`src/rtl/updown_count_ctrl.sv`:
```
// updown_count_ctrl: two-requester command sequencer for a WIDTH-bit up/down
// count register. A round-robin arbiter accepts one clear/load/up-N/down-N
// command at a time. The FSM then steps the register once per cycle and pulses
// the owning requester's done output. The register holds its value whenever
// no step is commanded.
module updown_count_ctrl #(
    parameter int WIDTH = 4
) (
    input  logic             clk,
    input  logic             rst,
    input  logic             a_valid,
    input  logic [1:0]       a_op,
    input  logic [WIDTH-1:0] a_data,
    output logic             a_ready,
    output logic             a_done,
    input  logic             b_valid,
    input  logic [1:0]       b_op,
    input  logic [WIDTH-1:0] b_data,
    output logic             b_ready,
    output logic             b_done,
    output logic [WIDTH-1:0] q,
    output logic             busy,
    output logic             owner,
    output logic             wrap
);

    localparam logic [WIDTH-1:0] ZERO     = {WIDTH{1'b0}};
    localparam logic [WIDTH-1:0] ONE      = {{(WIDTH-1){1'b0}}, 1'b1};
    localparam logic [WIDTH-1:0] ALL_ONES = {WIDTH{1'b1}};

    typedef enum logic [1:0] {
        ST_IDLE = 2'd0,
        ST_RUN  = 2'd1,
        ST_DONE = 2'd2
    } state_t;

    state_t           state_r;
    state_t           state_nxt_s;
    logic [WIDTH-1:0] q_r;
    logic [WIDTH-1:0] rem_r;
    logic             dir_r;
    logic             owner_r;
    logic             prio_r;
    logic             wrap_r;

    logic             grant_a_s;
    logic             grant_b_s;
    logic             accept_s;
    logic [1:0]       acc_op_s;
    logic [WIDTH-1:0] acc_data_s;

    // Round-robin arbitration: grants only in IDLE and never while reset is asserted.
    always_comb begin
        grant_a_s = 1'b0;
        grant_b_s = 1'b0;
        if (rst && (state_r == ST_IDLE)) begin
            if (a_valid && b_valid) begin
                if (prio_r) begin
                    grant_b_s = 1'b1;
                end else begin
                    grant_a_s = 1'b1;
                end
            end else if (a_valid) begin
                grant_a_s = 1'b1;
            end else if (b_valid) begin
                grant_b_s = 1'b1;
            end else begin
                grant_a_s = 1'b0;
            end
        end else begin
            grant_a_s = 1'b0;
        end
    end

    // Mux the winning requester's command; these are only meaningful at acceptance.
    always_comb begin
        accept_s   = grant_a_s | grant_b_s;
        acc_op_s   = 2'b00;
        acc_data_s = ZERO;
        if (grant_b_s) begin
            acc_op_s   = b_op;
            acc_data_s = b_data;
        end else begin
            acc_op_s   = a_op;
            acc_data_s = a_data;
        end
    end

    // FSM state register.
    always_ff @(posedge clk) begin
        if (!rst) begin
            state_r <= ST_IDLE;
        end else begin
            state_r <= state_nxt_s;
        end
    end

    // FSM next-state logic: zero-step counts skip RUN and complete like clear/load.
    always_comb begin
        state_nxt_s = state_r;
        case (state_r)
            ST_IDLE: begin
                if (accept_s) begin
                    if (acc_op_s[1] && (acc_data_s != ZERO)) begin
                        state_nxt_s = ST_RUN;
                    end else begin
                        state_nxt_s = ST_DONE;
                    end
                end else begin
                    state_nxt_s = ST_IDLE;
                end
            end
            ST_RUN: begin
                if (rem_r == ONE) begin
                    state_nxt_s = ST_DONE;
                end else begin
                    state_nxt_s = ST_RUN;
                end
            end
            ST_DONE: state_nxt_s = ST_IDLE;
            default: state_nxt_s = ST_IDLE;
        endcase
    end

    // Datapath: count register, step counter, direction, owner, round-robin pointer, wrap flag.
    always_ff @(posedge clk) begin
        if (!rst) begin
            q_r     <= ZERO;
            rem_r   <= ZERO;
            dir_r   <= 1'b0;
            owner_r <= 1'b0;
            prio_r  <= 1'b0;
            wrap_r  <= 1'b0;
        end else begin
            wrap_r <= 1'b0;
            case (state_r)
                ST_IDLE: begin
                    if (accept_s) begin
                        owner_r <= grant_b_s;
                        case (acc_op_s)
                            2'b00:   q_r <= ZERO;
                            2'b01:   q_r <= acc_data_s;
                            default: begin
                                rem_r <= acc_data_s;
                                dir_r <= acc_op_s[0];
                            end
                        endcase
                    end
                end
                ST_RUN: begin
                    if (dir_r) begin
                        q_r    <= q_r - ONE;
                        wrap_r <= (q_r == ZERO);
                    end else begin
                        q_r    <= q_r + ONE;
                        wrap_r <= (q_r == ALL_ONES);
                    end
                    rem_r <= rem_r - ONE;
                end
                ST_DONE: prio_r <= ~owner_r;
                default: prio_r <= prio_r;
            endcase
        end
    end

    // FSM output decode; everything except the readys comes straight from registers.
    always_comb begin
        a_ready = grant_a_s;
        b_ready = grant_b_s;
        busy    = (state_r != ST_IDLE);
        a_done  = (state_r == ST_DONE) && !owner_r;
        b_done  = (state_r == ST_DONE) && owner_r;
        q       = q_r;
        owner   = owner_r;
        wrap    = wrap_r;
    end

endmodule

```
`config.mk`:
```
export PLATFORM = sky130hd
export DESIGN_NAME = updown_count_ctrl
export DESIGN_NICKNAME = d
export VERILOG_FILES = /design/src/rtl/updown_count_ctrl.sv
export SDC_FILE = /design/constraint.sdc
export NUM_CORES = 1
export LEC_CHECK = 0
export CORE_ASPECT_RATIO = 1.2
export CORE_UTILIZATION = 45
export CTS_CLUSTER_DIAMETER = 60
export DETAILED_ROUTE_END_ITERATION = 16
export DONT_BUFFER_PORTS = 1
export PLACE_DENSITY_LB_ADDON = 0.05
export SLEW_MARGIN = 20
export SYNTH_ARGS = -nofsm -noshare
export SYNTH_HDL_FRONTEND = slang
export SYNTH_SLANG_ARGS = --single-unit
```
`constraint.sdc`:
```
create_clock -name clk -period 1.6 [get_ports clk]
set_input_delay 0.16 -clock clk [delete_from_list [all_inputs] [get_ports clk]]
set_output_delay 0.16 -clock clk [all_outputs]
set_load 0.01 [all_outputs]
```
# ---- Word-level counts from Yosys, hierarchy flattened
# Cells that the tools add are included.
# W data, S select, Z words.
dict set report op_classes {
  n_addsub 3
  eq_ne 8
  n_mux 23
  bitwise 3
  n_reduce_logical 18
}
# operator count
set op_table {}
lappend op_table {{$pmux W4 S2} 3}
lappend op_table {{$mux W4} 5}
lappend op_table {{$mux W1} 10}
lappend op_table {{$reduce_and A3 Y1} 3}
lappend op_table {{$mux W2} 4}
lappend op_table {{$sub A4 B1 Y4 const B} 2}
lappend op_table {{$logic_and A1 B1 Y1} 5}
lappend op_table {{$add A4 B1 Y4 const B} 1}
lappend op_table {{$eq A2 B1 Y1 const B} 2}
lappend op_table {{$eq A4 B1 Y1 const B} 1}
lappend op_table {{$eq A4 B4 Y1 const B} 1}
lappend op_table {{$logic_not A2 Y1} 2}
lappend op_table {{$logic_not A4 Y1} 1}
lappend op_table {{$ne A2 B2 Y1 const B} 2}
lappend op_table {{$pmux W2 S2} 1}
lappend op_table {{$reduce_and A2 Y1} 2}
lappend op_table {{$reduce_bool A2 Y1} 2}
lappend op_table {{$reduce_bool A4 Y1} 1}
lappend op_table {{$ne A3 B1 Y1 const B} 1}
lappend op_table {{$eq A2 B2 Y1 const B} 1}
lappend op_table {{$not A1 Y1} 2}
lappend op_table {{$reduce_or A2 Y1} 1}
lappend op_table {{$logic_not A1 Y1} 1}
lappend op_table {{$or A1 B1 Y1} 1}
dict set report word_totals {
  ff_bits 14
  input_bits 16
  output_inout_bits 11
  wordCells 62
}

# ---- Longest topological paths before layout
# Gate-level depths: netlist of the first run.
dict set report depth {
  ltp_word 10
  depth_mapped 6
  depth_no_buf 6
}

# ---- Least setup slack after synthesis of the first run
# OpenSTA, ideal clock, no wires.
dict set report synth_timing {
  path_type {register -> register}
  startpoint {register state_r[0]}
  endpoint {register dir_r}
  setup_time_ns 0.116
  arrival_time_ns 1.372
  t_required_ns 1.484
  setup_slack_ns 0.111
  stages_incl_launch_ff 6
  path_buffers 1
  period_less_slack_ns 1.489
  cell_sequence {dfxtp_1 nor3b_4 nand3_2 buf_6 mux2_4 o211a_1}
}
dict set report synth_between {
  elab_chain_cells 8
  elab_cells_between_ends 11
  classes_between {eq/ne (1); mux (3); bitwise (2); reduce/logical (5)}
}
# item line_no
set synth_rtl {}
lappend synth_rtl {{start, declared} 37} ;# state_t state_r;
lappend synth_rtl {{start signal, assigned} 94} ;# state_r <= state_nxt_s;
lappend synth_rtl {{$logic_not A2 Y1 *} {56, 136}}
lappend synth_rtl {{$logic_and A1 B1 Y1} 56} ;# if (rst && (state_r == ST_IDLE)) begin
lappend synth_rtl {{$mux W1} 56}
lappend synth_rtl {{$mux W2} 80} ;# if (grant_b_s) begin
lappend synth_rtl {{$eq A2 B1 Y1 / $logic_not A2 Y1 (equally long branches)} 140} ;# case (acc_op_s)
lappend synth_rtl {{$reduce_or A2 Y1 (no line)} -}
lappend synth_rtl {{$not A1 Y1 (no line)} -}
lappend synth_rtl {{$reduce_and A3 Y1 (no line)} -}
lappend synth_rtl {{end signal, assigned} 145} ;# dir_r <= acc_op_s[0];
lappend synth_rtl {{end, declared} 41} ;# logic dir_r;
# Every way passes the cells marked *; elsewhere a longest branch is shown, timed or not.
# A chain may end at the register's enable or synchronous reset.

# ---- Worst setup path after layout of the first run
dict set report layout_timing {
  startpoint {register state_r[1]}
  endpoint {output port b_ready}
}
dict set report layout_between {
  elab_chain_cells 3
}
# item line_no
set layout_rtl {}
lappend layout_rtl {{$logic_not A2 Y1} 56}
lappend layout_rtl {{$logic_and A1 B1 Y1} 56}
lappend layout_rtl {{$mux W1} 56}
lappend layout_rtl {{end, declared} 19} ;# output logic b_ready,
# No other way between the ends.

==> flow_summary_export.csv, run 1 <==
group,metric,value,unit
yosys,postSynthCellCount,126,
yosys,avgSynthCellArea,8.66,µm²
finish,multi_input_area,758,µm²
yosys,ys_top_cells_by_area,"dfxtp_1, mux2i_1, ha_1, nand3_1, a21oi_1",
critical_path,critical_path_arrival,1410,ps
cts,cts_max_level,1,
cts,cts_buffer_depth,2,
drt,drcViolationCount,0,
critical_path,worstPathRequired,1440,ps
pwr,power_density,942,nW/µm²
timing,worst_slack,31.6,ps
drt,ant_nets,0,
drt,drtIter0Drc,43,
finish,fillers,252,
floorplan,io_pins,27,
placed_design,post-place-ws,23.9,ps
yosys,syn_area,1090,µm²
global_routing,grt.overflow.total,0,
timing,hold_violations,0,
finish,drive_gt1_frac,0.204,
yosys,seq_area_frac_synth,0.257,
global_routing,grt_max_degree,14,
timing,setup_violations,0,
floorplan,core-area,2280,µm²
placed_design,portBuffers,0,
cts,cts.sinks,14,
drt,vias_per_cell,6.23,
yosys,synthDistinctLibCells,52,
floorplan,dieArea,2630,µm²
timing,slew_viol_final,0,
run,drv_cap,0,
pwr,p_leak,0.528,nW
yosys,ys_top_cells_by_count,"dfxtp_1, inv_1, mux2i_1, nand3_1",
cts,root_buffer,"clkbuf_4",
placed_design,hpwlAfterDp,2330,µm
finish,fin_nets,159,
floorplan,rows,19,
floorplan,die_h,55.9,µm
floorplan,initial_core_util,0.478,
hold_path,min_path_type,"in -> reg",
drt,vias,1047,
status,status,"finished, final reports clean",
yosys,yosysMostFrequentCell,"dfxtp_1",
critical_path,critPathLaunchType,"register",
global_routing,first_global_vias,1064,
cts,clkTransAtPathRegs,90,ps
yosys,synth_edf_count,0,
timing,worst_pin_slew,560,ps
yosys,syn-num-nets,147,
critical_path,path_class,"reg -> out",
drt,routed_wl,3050,µm
yosys,synthArstFlopShare,0,
critical_path,end_kind,"primary output",
finish,diodes,0,
drt,dr.pass1.iters,4,
yosys,yosysTopAreaCellShare,0.257,
drt,wl_per_cell,18.2,µm
global_routing,antenna_found_initial,0,
critical_path,crit_fanout,9,
yosys,ys.flop_type,"dfxtp_1",
yosys,synth_seq_cells,14,
timing,period_share,0.980,
timing,fin_skew,1.26,ps
pwr,ir_drop,504,µV
placed_design,gp_congestion,0.896,
global_routing,grt_pass1_wl,4950,µm
cts,cts_tree,"built",
finish,seq_area,282,µm²
timing,slew_headroom,0.623,
cts,insertion_delay,280,ps
finish,fin_util,0.550,
cts,cts_buffers,3,
yosys,synth_top_area_cell,"dfxtp_1",
global_routing,grtUsageTotal,0.263,
timing,rsz0062_at_grt,"yes",
timing,max_clock_freq,0.638,GHz
timing,period_needed,1570,ps
yosys,yosys_warnings,0,
finish,areaGrowthSynthToFinish,15.0,%
floorplan,die_w,47.0,µm
cell usage in the layout (no fill, tap or decap), types with 4 or more instances in the layout:
cell and n:
inv_1 8, buf_4 11, dfxtp_1 13, nor2b_1 4, ha_1 4, o21ai_0 5, nand2_1 6, nand3_1 7
a21oi_1 6, mux2i_1 7
layout make-up:
type,count,share of cell area
Sequential cell,14,0.224
Multi-Input combinational cell,96,0.604
Clock buffer,4,0.0289
Timing Repair Buffer,13,0.0818
Tap cell,31,0.0309
Inverter,10,0.0299
worst max-delay path: stages, from the launching register on:
cell and delay [ps]:
dfxtp_1 340, nor3b_4 220, nand3_2 260, buf_4 240
inv_2 60
timing repair:
action,4_1_cts,5_1_grt
endpoints found under the hold margin,4,0
gates cloned,0,0
buffers inserted,0,0
resized for setup,1,3
hold buffers,2,0
endpoints found under the setup margin,1,4
logic make-up after synthesis:
kind of cell,Yosys count,share of synthesized area
and+or+nand+nor,44,0.255
AOI/OAI and AO/OA,35,0.244
buffers and inverters,16,0.0642
DFF,14,0.257
muxes,9,0.0917
adders and majority gates,5,0.0642
xor gates and xnor gates,3,0.0241
final timing paths:
| kind | depth (start not counted) | slack (ps) | end | start |
|---|---|---|---|---|
| max reg2reg | 5 | 60 | state_r[1] | state_r[1] |
| max | 4 | 30 | b_ready | state_r[1] |
| min | 2 | 50 | q[0] | rst |
| min reg2reg | 2 | 550 | rem_r[3] | rem_r[3] |
layer usage:
layer,global-route usage,up-vias,share of wire
met5,0,-,0
li1,-,498,-
met3,0.0584,6,0.063
met4,0.127,0,0.016
met1,0.317,506,0.39
met2,0.421,37,0.53
state kept, by name, indices dropped and copies added (netlist names):
signal	flops
wrap	1
prio_r	1
owner	1
q	4
state_r	2
rem_r	4
dir_r	1
report_power, final:
group / internal, mW / switching, mW / leakage (nW)
Combinational: 0.210 / 0.253 / 0.392
Clock: 0.138 / 0.126 / 0.0210
Sequential: 0.404 / 0.0514 / 0.115
metrics by stage:
step / total power, mW / hold slack [ps] / instance area (µm²) / instances / setup TNS, ps
after floorplan: 0.775 / 326 / 1090 / 126 / 0
after global placement: 0.894 / 301 / 1180 / 162 / 0
after detailed placement: 0.902 / 299 / 1180 / 162 / 0
after CTS: 1.18 / 32.4 / 1240 / 168 / 0
after global routing: 1.26 / 48.2 / 1250 / 168 / -65.8
final: 1.18 / 53.1 / 1250 / 168 / 0
Note: power is estimated with default switching activity, not from simulation.
==> run 2: changes to the inputs <==
--- a/config.mk
+++ b/config.mk
@@ -5,7 +5,7 @@
 export SDC_FILE = /design/constraint.sdc
 export NUM_CORES = 1
 export LEC_CHECK = 0
-export CORE_ASPECT_RATIO = 1.2
+export CORE_ASPECT_RATIO = 1.25
 export CORE_UTILIZATION = 45
 export CTS_CLUSTER_DIAMETER = 60
 export DETAILED_ROUTE_END_ITERATION = 16
==> run 2 against run 1 <==
Worst setup slack improved by 51 ps. Clock-buffer cell count did not move. Power rose by 0.99%. Worst hold slack got worse by 42 ps. Sequential share of layout area barely moved. Non-clock buffer count did not move. Critical path depth did not move. Critical path type unchanged. Highest routed layer unchanged.
==> flow_summary_export.csv, run 2 (synthesis results as in run 1) <==
group,metric,value,unit
status,status,"finished, final reports clean",
placed_design,hpwlAfterDp,2210,µm
hold_path,min_path_type,"in -> reg",
critical_path,path_delay_family,"simple AND/OR/NAND/NOR gates",
drt,drt-met1-wl,1160,µm
critical_path,r2r-end,"q[1]",
cts,cts_max_level,1,
timing,setup_violations,0,
pwr,p_seq_frac,0.384,
critical_path,reg2reg_depth,5,
drt,wl_met2,1560,µm
floorplan,initial_core_util,0.488,
critical_path,reg2reg_from,"dir_r",
floorplan,die_w,46.0,µm
critical_path,critical_path_buf_inv_count,2,
cts,cts_buffers,3,
run,drv_cap,0,
drt,vias,1051,
cts,cts.sinks,14,
critical_path,path_class,"reg -> out",
global_routing,first_global_vias,1030,
pwr,switchingPower,0.443,mW
critical_path,startpoint,"prio_r",
timing,slew_viol_final,0,
pwr,p_sw_frac,0.370,
floorplan,io_pins,27,
critical_path,endpoint,"b_ready",
drt,ant_nets,0,
drt,dr.pass1.iters,4,
timing,hold_violations,0,
pwr,p_comb_frac,0.386,
critical_path,cp_cell_sequence,"nand2b_2 -> nand3_4 -> buf_4 -> inv_2",
global_routing,grt.overflow.total,0,
global_routing,antenna_found_initial,0,
finish,areaGrowthSynthToFinish,14.9,%
critical_path,r2r_slack,110,ps
pwr,p_leak,0.529,nW
floorplan,dieArea,2630,µm²
drt,routed_wl,2960,µm
cts,clkTransAtPathRegs,90,ps
timing,worst_pin_slew,571,ps
cts,root_buffer,"clkbuf_4",
placed_design,portBuffers,0,
critical_path,slowest_delay,390,ps
pwr,pwr-share-clk,0.230,
critical_path,end_kind,"primary output",
cts,cts_tree,"built",
critical_path,critPathLaunchType,"register",
hold_path,holdPathStages,2,
timing,slew_headroom,0.615,
critical_path,worstSetupPathDepth,4,
finish,diodes,0,
critical_path,worstPathRequired,1440,ps
pwr,internal_power,0.752,mW
timing,whs,10.6,ps
finish,finalNonFillerCells,168,
floorplan,rows,19,
drt,dr.max_layer_used,"met4",
placed_design,gp_congestion,0.892,
pwr,p_total,1.19,mW
finish,final_cell_mix,"dfxtp_1, buf_4, inv_1",
finish,drive_gt1_frac,0.204,
timing,max_clock_freq,0.659,GHz
critical_path,crit_fanout,8,
timing,period_needed,1520,ps
drt,wl_met3,157,µm
floorplan,die_h,57.1,µm
finish,fin_nets,159,
drt,wl_per_cell,17.6,µm
timing,fin_tns_setup,0,ps
drt,vias_per_cell,6.26,
cts,cts_buffer_depth,2,
finish,layout_commonest_cell,"dfxtp_1",
placed_design,place_inst,163,
pwr,ir_drop,488,µV
critical_path,crit_slowest_cell,"dfxtp_1",
timing,fin_skew,11.2,ps
floorplan,core-area,2230,µm²
cts,postCtsSetupRepairBufs,0,
pwr,power_density,953,nW/µm²
timing,period_share,0.948,
global_routing,grtUsageTotal,0.250,
global_routing,grt_pass1_wl,4770,µm
critical_path,critical_path_arrival,1360,ps
drt,drcViolationCount,0,
global_routing,grt_max_degree,13,
drt,drtIter0Drc,47,
timing,rsz0062_at_grt,"no",
cts,insertion_delay,300,ps
[run 2: cell count changes in the layout (fill, tap and decap cells not counted)]
cell           delta
dlygate4sd3_1     -1
a221oi_2          +1
or2b_1            +1
nor4_2            -1
nand3_4           +1
nand3_2           -1
a221oi_4          -1
or2b_4            -1
buf_4             +1
nor4_4            +1
[run 2: per-stage QoR]
stage / worst slack, ps / utilization / area, µm²
after floorplan: 111 / - / 1090
after global placement: 14.3 / 0.531 / 1190
after detailed placement: 43.8 / 0.531 / 1190
after CTS: 21.7 / 0.555 / 1240
after global routing: 2.50 / 0.561 / 1250
final: 82.9 / 0.561 / 1250
[run 2: metal layers]
metal | up-vias | GRT usage
li1 | 500 | -
met5 | - | 0
met1 | 507 | 0.287
met4 | 0 | 0.105
met2 | 35 | 0.435
met3 | 9 | 0.0475
[run 2: layout make-up]
class | count | area, µm²
clock buffer | 4 | 36.3
fill | 220 | 981
inverter | 10 | 37.5
multi-input combinational | 96 | 759
sequential | 14 | 282
tap | 31 | 38.8
timing repair buffer | 13 | 100
[run 2: how the worst min path moves through the flow]
stage / start / end
after CTS: rst / state_r[1]
after global routing: rst / state_r[1]
after global placement: rst / rem_r[2]
after detailed placement: rst / dir_r
after floorplan: rst / owner
final: rst / state_r[1]
[run 2: power by group through the flow]
stage / Combinational, mW / Sequential [mW] / Clock (mW)
2_1_floorplan: 0.303 / 0.472 / 0
3_3_place_gp: 0.438 / 0.465 / 0
3_5_place_dp: 0.439 / 0.465 / 0
4_1_cts: 0.451 / 0.458 / 0.278
5_1_grt: 0.509 / 0.468 / 0.298
6_report: 0.461 / 0.459 / 0.275
[run 2: what timing repair did]
item	CTS	global route
endpoints found under the hold margin	4	0
gates resized for setup	1	3
endpoints found under the setup margin	1	5
hold buffers	1	0
==> run 3: changes to the inputs <==
--- a/config.mk
+++ b/config.mk
@@ -7,7 +7,7 @@
 export LEC_CHECK = 0
 export CORE_ASPECT_RATIO = 1.25
 export CORE_UTILIZATION = 45
-export CTS_CLUSTER_DIAMETER = 60
+export CTS_CLUSTER_DIAMETER = 120
 export DETAILED_ROUTE_END_ITERATION = 16
 export DONT_BUFFER_PORTS = 1
 export PLACE_DENSITY_LB_ADDON = 0.05
==> results of run 3 <==
No change in the layout: final DEF, timing and power equal those of run 2.
